===== src/rtl/pipe_pkg.sv =====
// Shared types for the pipeline hazard unit: forwarding-select encoding,
// shadow-entry layout and the hard-wired zero register.
package pipe_pkg;

   localparam int SHADOW_AW = 5;

   typedef enum logic [1:0] {
      FWD_RF  = 2'b00,
      FWD_EX  = 2'b01,
      FWD_MEM = 2'b10,
      FWD_WB  = 2'b11
   } fwd_sel_t;

   typedef struct packed {
      logic                 valid;
      logic [SHADOW_AW-1:0] rd;
      logic                 rf_le;
      logic                 load;
   } shadow_t;

   localparam logic [SHADOW_AW-1:0] REG_ZERO = 5'd0;

   function automatic logic writes_reg(input shadow_t e, input logic [SHADOW_AW-1:0] r);
      return e.valid && e.rf_le && (e.rd == r);
   endfunction

endpackage


===== src/rtl/fwd_select.sv =====
// Forwarding source for one ALU operand, chosen from the EX/MEM/WB shadow
// entries with EX > MEM > WB priority.
module fwd_select
   import pipe_pkg::*;
(
   input  logic [SHADOW_AW-1:0] src,
   input  logic                 used,
   input  shadow_t              ex,
   input  shadow_t              mem,
   input  shadow_t              wb,
   output fwd_sel_t             sel
);

   always_comb begin
      sel = FWD_RF;
      if (used && (src != REG_ZERO)) begin
         // A load in EX blocks lower stages too: its data is not ready and
         // the load-use stall re-evaluates this operand next cycle.
         if (writes_reg(ex, src))
            sel = ex.load ? FWD_RF : FWD_EX;
         else if (writes_reg(mem, src))
            sel = FWD_MEM;
         else if (writes_reg(wb, src))
            sel = FWD_WB;
      end
   end

endmodule


===== src/rtl/pipeline_hazard_unit.sv =====
// Load-use stall, operand forwarding and taken-branch IF/ID flush sequencing.
// Define HAZ_PERF_CNT_EN to add the stall_cnt/flush_cnt saturating counters.
module pipeline_hazard_unit
   import pipe_pkg::*;
#(
   parameter int REG_AW       = 5,
   parameter int FLUSH_CYCLES = 1
) (
   input  logic              clk,
   input  logic              rst_n,
   input  logic              id_valid,
   input  logic [REG_AW-1:0] id_ra,
   input  logic [REG_AW-1:0] id_rb,
   input  logic [1:0]        id_sr,
   input  logic [REG_AW-1:0] id_rd,
   input  logic              id_rf_le,
   input  logic              id_load,
   input  logic              ex_branch_taken,
   output logic              pc_le,
   output logic              if_id_le,
   output logic              id_ex_nop,
   output logic              if_flush,
   output logic [1:0]        fwd_a,
   output logic [1:0]        fwd_b
`ifdef HAZ_PERF_CNT_EN
   ,
   output logic [15:0]       stall_cnt,
   output logic [15:0]       flush_cnt
`endif
);

   typedef enum logic {ST_IDLE, ST_FLUSH} flush_state_t;

   localparam logic [1:0] FLUSH_LAST = 2'(FLUSH_CYCLES - 1);

   shadow_t      ex_q, mem_q, wb_q;
   flush_state_t fl_state;
   logic [1:0]   fl_cnt;
   logic         br_pend;
   logic         if_flush_q;
   logic         stall;
   logic         br_ex;
   logic         br_go;
   fwd_sel_t     sel_a, sel_b;

   always_comb begin
      stall = ex_q.valid && ex_q.load && ex_q.rf_le && (ex_q.rd != REG_ZERO) &&
              ((id_sr[0] && (id_ra == ex_q.rd)) || (id_sr[1] && (id_rb == ex_q.rd)));
   end

   assign pc_le     = ~stall;
   assign if_id_le  = ~stall;
   assign id_ex_nop = stall;
   assign if_flush  = if_flush_q;

   always_ff @(posedge clk or negedge rst_n) begin
      if (!rst_n) begin
         ex_q  <= '0;
         mem_q <= '0;
         wb_q  <= '0;
      end else begin
         wb_q  <= mem_q;
         mem_q <= ex_q;
         if (id_ex_nop || !id_valid)
            ex_q <= '0;
         else
            ex_q <= shadow_t'{valid: 1'b1, rd: id_rd, rf_le: id_rf_le, load: id_load};
      end
   end

   fwd_select u_fwd_a (
      .src  (id_ra),
      .used (id_sr[0]),
      .ex   (ex_q),
      .mem  (mem_q),
      .wb   (wb_q),
      .sel  (sel_a)
   );

   fwd_select u_fwd_b (
      .src  (id_rb),
      .used (id_sr[1]),
      .ex   (ex_q),
      .mem  (mem_q),
      .wb   (wb_q),
      .sel  (sel_b)
   );

   assign fwd_a = sel_a;
   assign fwd_b = sel_b;

   // A branch seen during a stall is parked in br_pend and launched on the
   // first non-stall cycle; the flush count keeps running through stalls.
   assign br_ex = ex_branch_taken && ex_q.valid;
   assign br_go = (br_ex || br_pend) && !stall;

   always_ff @(posedge clk or negedge rst_n) begin
      if (!rst_n) begin
         fl_state   <= ST_IDLE;
         fl_cnt     <= '0;
         br_pend    <= 1'b0;
         if_flush_q <= 1'b0;
      end else begin
         if (stall && br_ex)
            br_pend <= 1'b1;
         else if (br_go)
            br_pend <= 1'b0;
         case (fl_state)
            ST_IDLE: begin
               if (br_go) begin
                  fl_state   <= ST_FLUSH;
                  fl_cnt     <= '0;
                  if_flush_q <= 1'b1;
               end
            end
            ST_FLUSH: begin
               if (br_go) begin
                  fl_cnt <= '0;
               end else if (fl_cnt == FLUSH_LAST) begin
                  fl_state   <= ST_IDLE;
                  if_flush_q <= 1'b0;
               end else begin
                  fl_cnt <= fl_cnt + 2'd1;
               end
            end
            default: begin
               fl_state   <= ST_IDLE;
               if_flush_q <= 1'b0;
            end
         endcase
      end
   end

`ifdef HAZ_PERF_CNT_EN
   always_ff @(posedge clk or negedge rst_n) begin
      if (!rst_n) begin
         stall_cnt <= '0;
         flush_cnt <= '0;
      end else begin
         if (stall && (stall_cnt != '1))
            stall_cnt <= stall_cnt + 16'd1;
         if (if_flush_q && (flush_cnt != '1))
            flush_cnt <= flush_cnt + 16'd1;
      end
   end
`endif

endmodule

===== config.mk =====
export PLATFORM = sky130hd
export DESIGN_NAME = pipeline_hazard_unit
export DESIGN_NICKNAME = d
export VERILOG_FILES = /design/src/rtl/pipe_pkg.sv /design/src/rtl/fwd_select.sv /design/src/rtl/pipeline_hazard_unit.sv
export SDC_FILE = /design/constraint.sdc
export NUM_CORES = 1
export LEC_CHECK = 0
export CAP_MARGIN = 20
export CORE_MARGIN = 2
export CORE_UTILIZATION = 50
export DETAILED_ROUTE_END_ITERATION = 8
export DONT_BUFFER_PORTS = 1
export SLEW_MARGIN = 15
export SYNTH_ARGS = -nofsm -noshare
export SYNTH_HDL_FRONTEND = slang
export SYNTH_SLANG_ARGS = --single-unit

===== constraint.sdc =====
create_clock -name clk -period 3.3 [get_ports clk]
set_clock_uncertainty 0.05 [all_clocks]
set_input_delay 0.99 -clock clk [delete_from_list [all_inputs] [get_ports clk]]
set_output_delay 0.99 -clock clk [all_outputs]
set_load 0.01 [all_outputs]

# --- Word level (Yosys, flattened, before mapping) ---
# Cells that the tools add are included.
classes:
  addsub: 1
  n_eq_ne: 12
  muxes: 24
  n_bitwise: 2
  n_reduce_logical: 32
op_table:
  columns: ["cell", "n"]
  rows:
  - ["equality test 5 bit", 8]
  - ["2-to-1 mux 2 bit", 11]
  - ["logical AND 1 bit", 20]
  - ["nonzero test 5 bit", 3]
  - ["2-to-1 mux 1 bit", 9]
  - ["2-to-1 mux 8 bit", 1]
  - ["inequality test 2 bit (second input constant)", 2]
  - ["case mux 1 bit (2 select lines)", 2]
  - ["case mux 2 bit (2 select lines)", 1]
  - ["logical OR 1 bit", 3]
  - ["inequality test 3 bit (second input constant)", 1]
  - ["AND reduction 3 bit", 1]
  - ["adder 2 x 1 -> 2 bit (second input constant)", 1]
  - ["zero test 1 bit", 2]
  - ["zero test 2 bit", 1]
  - ["inequality test 2 x 1 -> 1 bit (second input constant)", 1]
  - ["inverter 1 bit", 2]
  - ["AND reduction 2 bit", 1]
  - ["nonzero test 2 bit", 1]
word_totals:
  register_bits: 27
  input_bits: 23
  output_inout_bits: 8
  word_cells: 85

# --- Logic depth before layout (Yosys ltp) ---
logic_depth:
  ltp_word: 8
  mapped_depth: 5
  ltp_nobuf: 5

# --- By module ---
# From an unflattened synthesis, not the netlist that was laid out.
hier_totals:
  cells_unflattened: 149
  hier_area_um2: 1617.8
by_module_without_submodules:
  columns: ["mod", "n_inst", "cells_per_inst", "area_each_um2"]
  rows:
  - ["pipeline_hazard_unit", 1, 91, 1129.8]
  - ["fwd_select", 2, 29, 244.0]

# --- Worst setup path before layout ---
# Ideal clock, no wire load.
synth_path:
  path_type: "input to output"
  from: "in id_ra[2]"
  to: "out fwd_a[0]"
  arrival_time_ns: 1.999
  t_required_ns: 2.260
  slack_ns: 0.261
  path_stages: 5
  path_buffers: 0
  cell_sequence: "xor2_1 nor3_2 nand3_1 or3_1 a21oi_1"
synth_between:
  elab_chain_cells: 6
synth_lines:
  columns: ["item", "line_no", "rtl"]
  rows:
  - ["start: declaration", "pipeline_hazard_unit.sv:12", "input logic [REG_AW-1:0] id_ra,"]
  - ["equality test 5 bit", "pipe_pkg.sv:24", "return e.valid && e.rf_le && (e.rd == r);"]
  - ["logical AND 1 bit", "pipe_pkg.sv:24", null]
  - ["2-to-1 mux 2 bit", "fwd_select.sv:23", "else if (writes_reg(wb, src))"]
  - ["2-to-1 mux 2 bit", "fwd_select.sv:21", "else if (writes_reg(mem, src))"]
  - ["2-to-1 mux 2 bit", "fwd_select.sv:19", "if (writes_reg(ex, src))"]
  - ["2-to-1 mux 2 bit *", "fwd_select.sv:16", "if (used && (src != REG_ZERO)) begin"]
  - ["end: declaration", "pipeline_hazard_unit.sv:23", "output logic [1:0] fwd_a,"]
# Mark *: on every way between the ends. The rest lies on a longest branch, timed or not.

# --- Final worst setup path ---
# Same ends and word-level chain as after synthesis.

==> run metrics <==
status=complete, no violations; Vias/cell=5.49; clock network power share=24.9%; final setup fails=0; post-synthesis cell type count=30; Placer Congestion=0.799; initial DRC count=40; PD cells=394 mW/mm²; H-tree levels=1; most frequent cells in the layout=27 x dfrtp_1, 18 x xnor2_1, 13 x xor2_1, 8 x and2_1, 6 x nand2_1; CTS Hold Bufs=0; Final #Nets=155; Clock Path Buffers=2; max-cap violations=0; clock sink count=27; switching share of power=24.5%; #FFs+latches synth=27; Syn Std Cell Area=0.00136 mm²; crit end category=output port; Post-Synthesis Cells=124; RR Startpoint=ex_q[2]$_DFF_PN0_; die width=56.1 µm; global-route wire length before repair=4.34 mm; Reg2Reg Depth=4; Final Max Slew Viols=0; Gates resized, CTS repair=0; starting density of the core=53.8%; die area=0.00314 mm²; commonest non-fill, non-tap cell in the layout=dfrtp_1; worst r2r dst=fl_cnt[1]$_DFFE_PN0P_; Die Y=56.1 µm; r2r setup slk=1.76 ns; CTS Root Cell=clkbuf_4; Mapped Avg Cell Area=10.9 µm²; Synth Net Count=148; hpwl dp=2.08 mm; Comb pwr share=10.8%; fraction of layout cells with a size suffix above 1=10.0%; post-route cell area=0.00144 mm²; WL final=2.62 mm; Flop pwr share=64.3%; clock slew at reported path FFs=0.14 ns; Worst Setup SP=id_ra[2]; largest net degree at the start of global routing=28; Yosys Warn Count=0; CTS tree=done; Area Overhead vs Synth=5.90%; P_sw=139 µW; gr usage total=18.0%; drt wl/cell=16.4 µm; postcts setup bufs=0; CP Launch Type=input port; row count=18; Slew HR=63.7%; hold_ws=0.284 ns; Fmax achieved=0.312 GHz; Clock Latency Late Sink=0.32 ns; leakage power=0.000612 µW; CP max FO=4; Via Count=879; number of global-route vias before repair=877; clock buffers created by TritonCTS=3; internal power=427 µW; DRC viols=0; Worst VDD drop=0.348 mV; GR Overflow Total=0; final period utilization=97.2%; I/O Pins=31; Final Critical Period=3.21 ns; Seq/Total Area, Yosys=49.8%; drt pass-1 iters=4; Post-DRT Antenna Nets=0; setup TNS=0 ns; Placeable Area=0.00252 mm²; worst slew pin tran=0.545 ns; Final Util=56.9%; n_diodes=0; hold crit path type=in2async; Req. time, crit path=2.26 ns; Final Hold Viols=0; critical path type=in2out; arrival time of the worst setup path=2.17 ns; RSZ-0062 raised after global routing=false; DP Area=0.00141 mm²; antenna violations before repair=0; port bufs=0
## metal layers
layer	track usage (%)	up-vias	share of wire [%]
met5	0	-	0
met3	6.51	2	6.3
met4	4.08	0	0.69
met2	27.2	22	47
met1	24.8	422	46
li1	-	433	-
## layout make-up
class	instances	area (µm²)
inverters	4	15.0
clock buffers	3	22.5
fillers	235	1090
multi-input cells	92	658
clock inverters	1	5.00
repair buffers	3	22.5
flip-flops and latches	27	676
well taps	30	37.5
## per-stage QoR
step / instances / setup WS, ns / total power (µW)
final: 160 / 0.0920 / 566
after global routing: 160 / 0.0557 / 595
after CTS: 160 / 0.0829 / 571
after detailed placement: 156 / 0.0831 / 431
after global placement: 156 / 0.0746 / 430
after floorplan: 124 / 0.261 / 418
## power by group through the flow
| stage | clock network, µW | logic, µW | registers [µW] |
|---|---|---|---|
| floorplan | 0 | 52.5 | 366 |
| global placement | 0 | 59.9 | 370 |
| detailed placement | 0 | 61.1 | 370 |
| CTS | 145 | 61.4 | 364 |
| global route | 161 | 67.6 | 366 |
| finish | 141 | 61.0 | 364 |
## worst max-delay path: stages
cell	delay (ns)
xor2_1	0.15
nor3_2	0.24
nand3_1	0.16
or3_1	0.35
a21oi_1	0.28
## how the worst max path moves through the flow
stage                to  slack (ns)  cells past startpoint
2_1_floorplan  fwd_a[0]        0.26                      5
3_3_place_gp   fwd_a[1]        0.07                      6
3_5_place_dp   fwd_a[0]        0.08                      5
4_1_cts        fwd_a[0]        0.08                      5
5_1_grt        fwd_a[0]        0.06                      5
6_report       fwd_a[0]        0.09                      5
## Yosys cell counts, drive strengths merged
master / count / share of area (%)
xnor2: 18 / 12
nand2: 6 / 1.7
and2: 8 / 3.7
nor2b: 1 / 0.46
o211ai: 2 / 1.1
nand3: 4 / 1.5
or4: 2 / 1.2
a21o: 1 / 0.65
nor3: 6 / 2.6
nor4: 2 / 0.92
nand3b: 1 / 0.55
nand4: 4 / 1.8
a211oi: 1 / 0.55
nor2: 5 / 1.4
nand2b: 3 / 1.4
a21boi: 1 / 1.4
and3: 2 / 1.3
o21ai: 3 / 1.1
a21oi: 5 / 1.8
nor3b: 1 / 0.55
ha: 1 / 0.92
a2bb2o: 1 / 1.5
buf: 1 / 0.55
dfrtp: 27 / 50
xor2: 13 / 8.4
inv: 4 / 1.1
or3: 1 / 0.46
## logic make-up (layout without fill, tap and decap cells)
group	after synthesis	after routing	share of synthesized area (%)
flip-flops	27	27	49.8
XOR/XNOR	31	31	20.0
AND/OR/NAND/NOR	46	46	19.5
AO/OA/AOI/OAI	14	14	8.12
adder cells (fa/ha/maj)	1	1	0.922
buffers and inverters	5	11	1.66
## sequential cells by signal, indices dropped and copies added, names as in the netlist
| signal | flops |
|---|---|
| fl_state | 1 |
| if_flush | 1 |
| mem_q | 7 |
| fl_cnt | 2 |
| wb_q | 7 |
| br_pend | 1 |
| ex_q | 8 |
(Power assumes the default switching activity.)
==> RTL edit, RTL diff (config.mk and constraints unchanged) <==
The option `HAZ_PERF_CNT_EN` is turned on by a define.
--- a/src/rtl/pipeline_hazard_unit.sv
+++ b/src/rtl/pipeline_hazard_unit.sv
@@ -2,2 +2,4 @@
 // Define HAZ_PERF_CNT_EN to add the stall_cnt/flush_cnt saturating counters.
+`define HAZ_PERF_CNT_EN
+
 module pipeline_hazard_unit
Formal check against the unedited RTL (old outputs only; new: flush_cnt and stall_cnt): equivalent (equiv_simple and equiv_induct, registers matched by name and starting in step).
==> RTL edit against the original RTL <==
- sequential share of layout area increased by 0.45 points
- routed wire length increased by 100%
- design area grew 120%
- die area is 100% higher
- area after synthesis rose by 110%
- worst setup slack improved by 50 ps
- sequential cell count rose by 32
- power rose to 3.0 times the old value
- largest cell class unchanged
- highest routed layer unchanged
==> RTL edit: results (changes against the original RTL) <==
* root cell of the clock tree: clkbuf_8, was clkbuf_4
* routed wire length: 5350 um, was 2620 um
* sequential share of the synthesized area: 51.8%, was 49.8%
* number of antenna violations at the first check in global routing: 1, was 0
* GRT Util Overall: 18.3%, was 18.0%
* Skew-Pair Late Insertion Delay: 320 ps, about the same
* gate count of the mapped netlist: 262, was 124
* count of TritonRoute iterations in the first routing pass: 4, unchanged
* gpl congestion: 0.805, was 0.799
* P_leak: 1.39 nW, was 0.612 nW
* Async SR Flop Fraction: 100%, unchanged
* number of distinct library cells after synthesis: 43, was 30
* Post-synth top cells: dfrtp_1 (59), xnor2_1 (33), xor2_1 (26), was dfrtp_1 (27), xnor2_1 (18), xor2_1 (13)
* number of synthesized flops with an enable pin: 0, unchanged
* number of instances in the placed design: 332, was 156
* Inserted Clock Buffers: 9, was 3
* post-cts gate resize count: 0, unchanged
* Least-Margin Pin Slew: 599 ps, was 545 ps
* total number of vias: 1900, was 879
* peak supply drop: 0.295 mV, was 0.348 mV
* clock input transition at the sequential cells of the worst setup and hold paths: 60 ps, was 140 ps
* vias in the first global route: 1838, was 877
* number of DRC markers after the initial detailed-route iteration: 120, was 40
* synthesized netlist net count: 288, was 148
* worst hold path class: input pin to asynchronous set/reset pin, unchanged
* placed cell area: 0.00293 sq mm, was 0.00141 sq mm
* maximum number of pins on one net before global-route repair: 60, was 28
* number of fill cells in the layout: 489, was 235
* Critical Path Fanout Max: 4, unchanged
* half-perimeter wire length after detailed placement: 3860 um, was 2080 um
* critical path data arrival time: 2120 ps, was 2170 ps
* top cells by area in the synthesized netlist: dfrtp_1 (52%), xnor2_1 (10%), xor2_1 (8.0%), was dfrtp_1 (50%), xnor2_1 (12%), xor2_1 (8.4%)
* count of yosys warnings during synthesis: 0, unchanged
* fraction of final layout cells sized beyond drive strength 1: 8.36%, was 10.0%
* outcome: complete, no violations, unchanged
* largest registers in the final layout: flush_cnt x16, stall_cnt x16, ex_q x8, was ex_q x8, mem_q x7, wb_q x7
* wire length of the first global-routing pass: 8860 um, was 4340 um
* number of H-tree levels: 3, was 1
* number of standard cells in the final layout excluding fillers: 348, was 160
* net total in the final layout: 297, was 155
* most used flip-flop cell after synthesis: dfrtp_1, unchanged
## RTL edit: cell types whose count changed in the layout (fill, tap and decap cells not counted), moves of 2 or more
cell | unedited run | this run
dfrtp_1 | 27 | 59
and4_1 | 0 | 4
nand2_1 | 6 | 18
nand3_1 | 4 | 17
clkbuf_4 | 3 | 0
clkbuf_8 | 0 | 12
nand4_1 | 4 | 12
xnor2_1 | 18 | 33
nor2_1 | 5 | 12
nor3_1 | 5 | 12
and3_1 | 1 | 10
inv_1 | 4 | 6
ha_1 | 1 | 3
xor2_1 | 13 | 26
## RTL edit: critical path, cell delays in order
cell and delay, ps:
xor2_1 120, nor3_1 260, nand4_1 190, or2_2 310, a21oi_1 240
## RTL edit: path summary, 6_finish.rpt
| path | startpoint | endpoint | slack (ps) | depth (start not counted) |
|---|---|---|---|---|
| worst max-delay path | id_ra[2] | fwd_a[0] | 140 | 5 |
| worst min-delay path | rst_n | wb_q[4]$_DFF_PN0_ | 310 | 0 |
| worst max register to register | ex_q[3]$_DFF_PN0_ | stall_cnt[1]$_DFFE_PN0P_ | 1100 | 5 |
| worst min register to register | mem_q[7]$_DFF_PN0_ | wb_q[7]$_DFF_PN0_ | 370 | 0 |
| max in group asynchronous | rst_n | fl_state$_DFF_PN0_ | 2780 | 0 |
| min in group clk | mem_q[7]$_DFF_PN0_ | wb_q[7]$_DFF_PN0_ | 370 | 0 |
## RTL edit: metal layers
layer	part of all wire (%)	global-route usage, %	vias to the layer above
met5	0	0	-
met4	0.82	7.24	0
met3	7.5	7.24	4
met2	46	26.1	69
met1	46	25.0	894
li1	-	-	933
## RTL edit: final cells by class
class / instances / area [sq um] / share of cell area [%]
multi-input cells: 193 / 1320 / 42.6
repair buffers: 2 / 15.0 / 0.483
clock buffers: 13 / 169 / 5.43
inverters: 6 / 22.5 / 0.724
well taps: 72 / 90.1 / 2.90
flip-flops and latches: 59 / 1480 / 47.5
clock inverters: 2 / 10.0 / 0.322
diodes: 1 / 2.50 / 0.0805
## RTL edit: cells by family after synthesis
kind of cell	count (synthesis)	share of synthesized area [%]
simple gates	109	21.1
xor+xnor	59	18.1
flops	59	51.8
compound gates	20	5.13
buf+inv	10	1.80
fa+ha+maj	3	1.32
mux	2	0.790
## RTL edit: stage by stage
stage / power (W) / hold WS (ps) / worst slack, ps
after floorplan: 0.00107 / 323 / 64.3
after detailed placement: 0.00112 / 357 / 141
after global placement: 0.00112 / 357 / 171
after CTS: 0.00172 / 290 / 139
final: 0.00169 / 306 / 142
after global routing: 0.00179 / 276 / 101
## RTL edit: power breakdown
part           leakage (nW)  switching, W  internal, W
Clock                0.0953      0.000256     0.000328
Combinational         0.517      0.000103     0.000102
Sequential            0.781      0.000108     0.000795
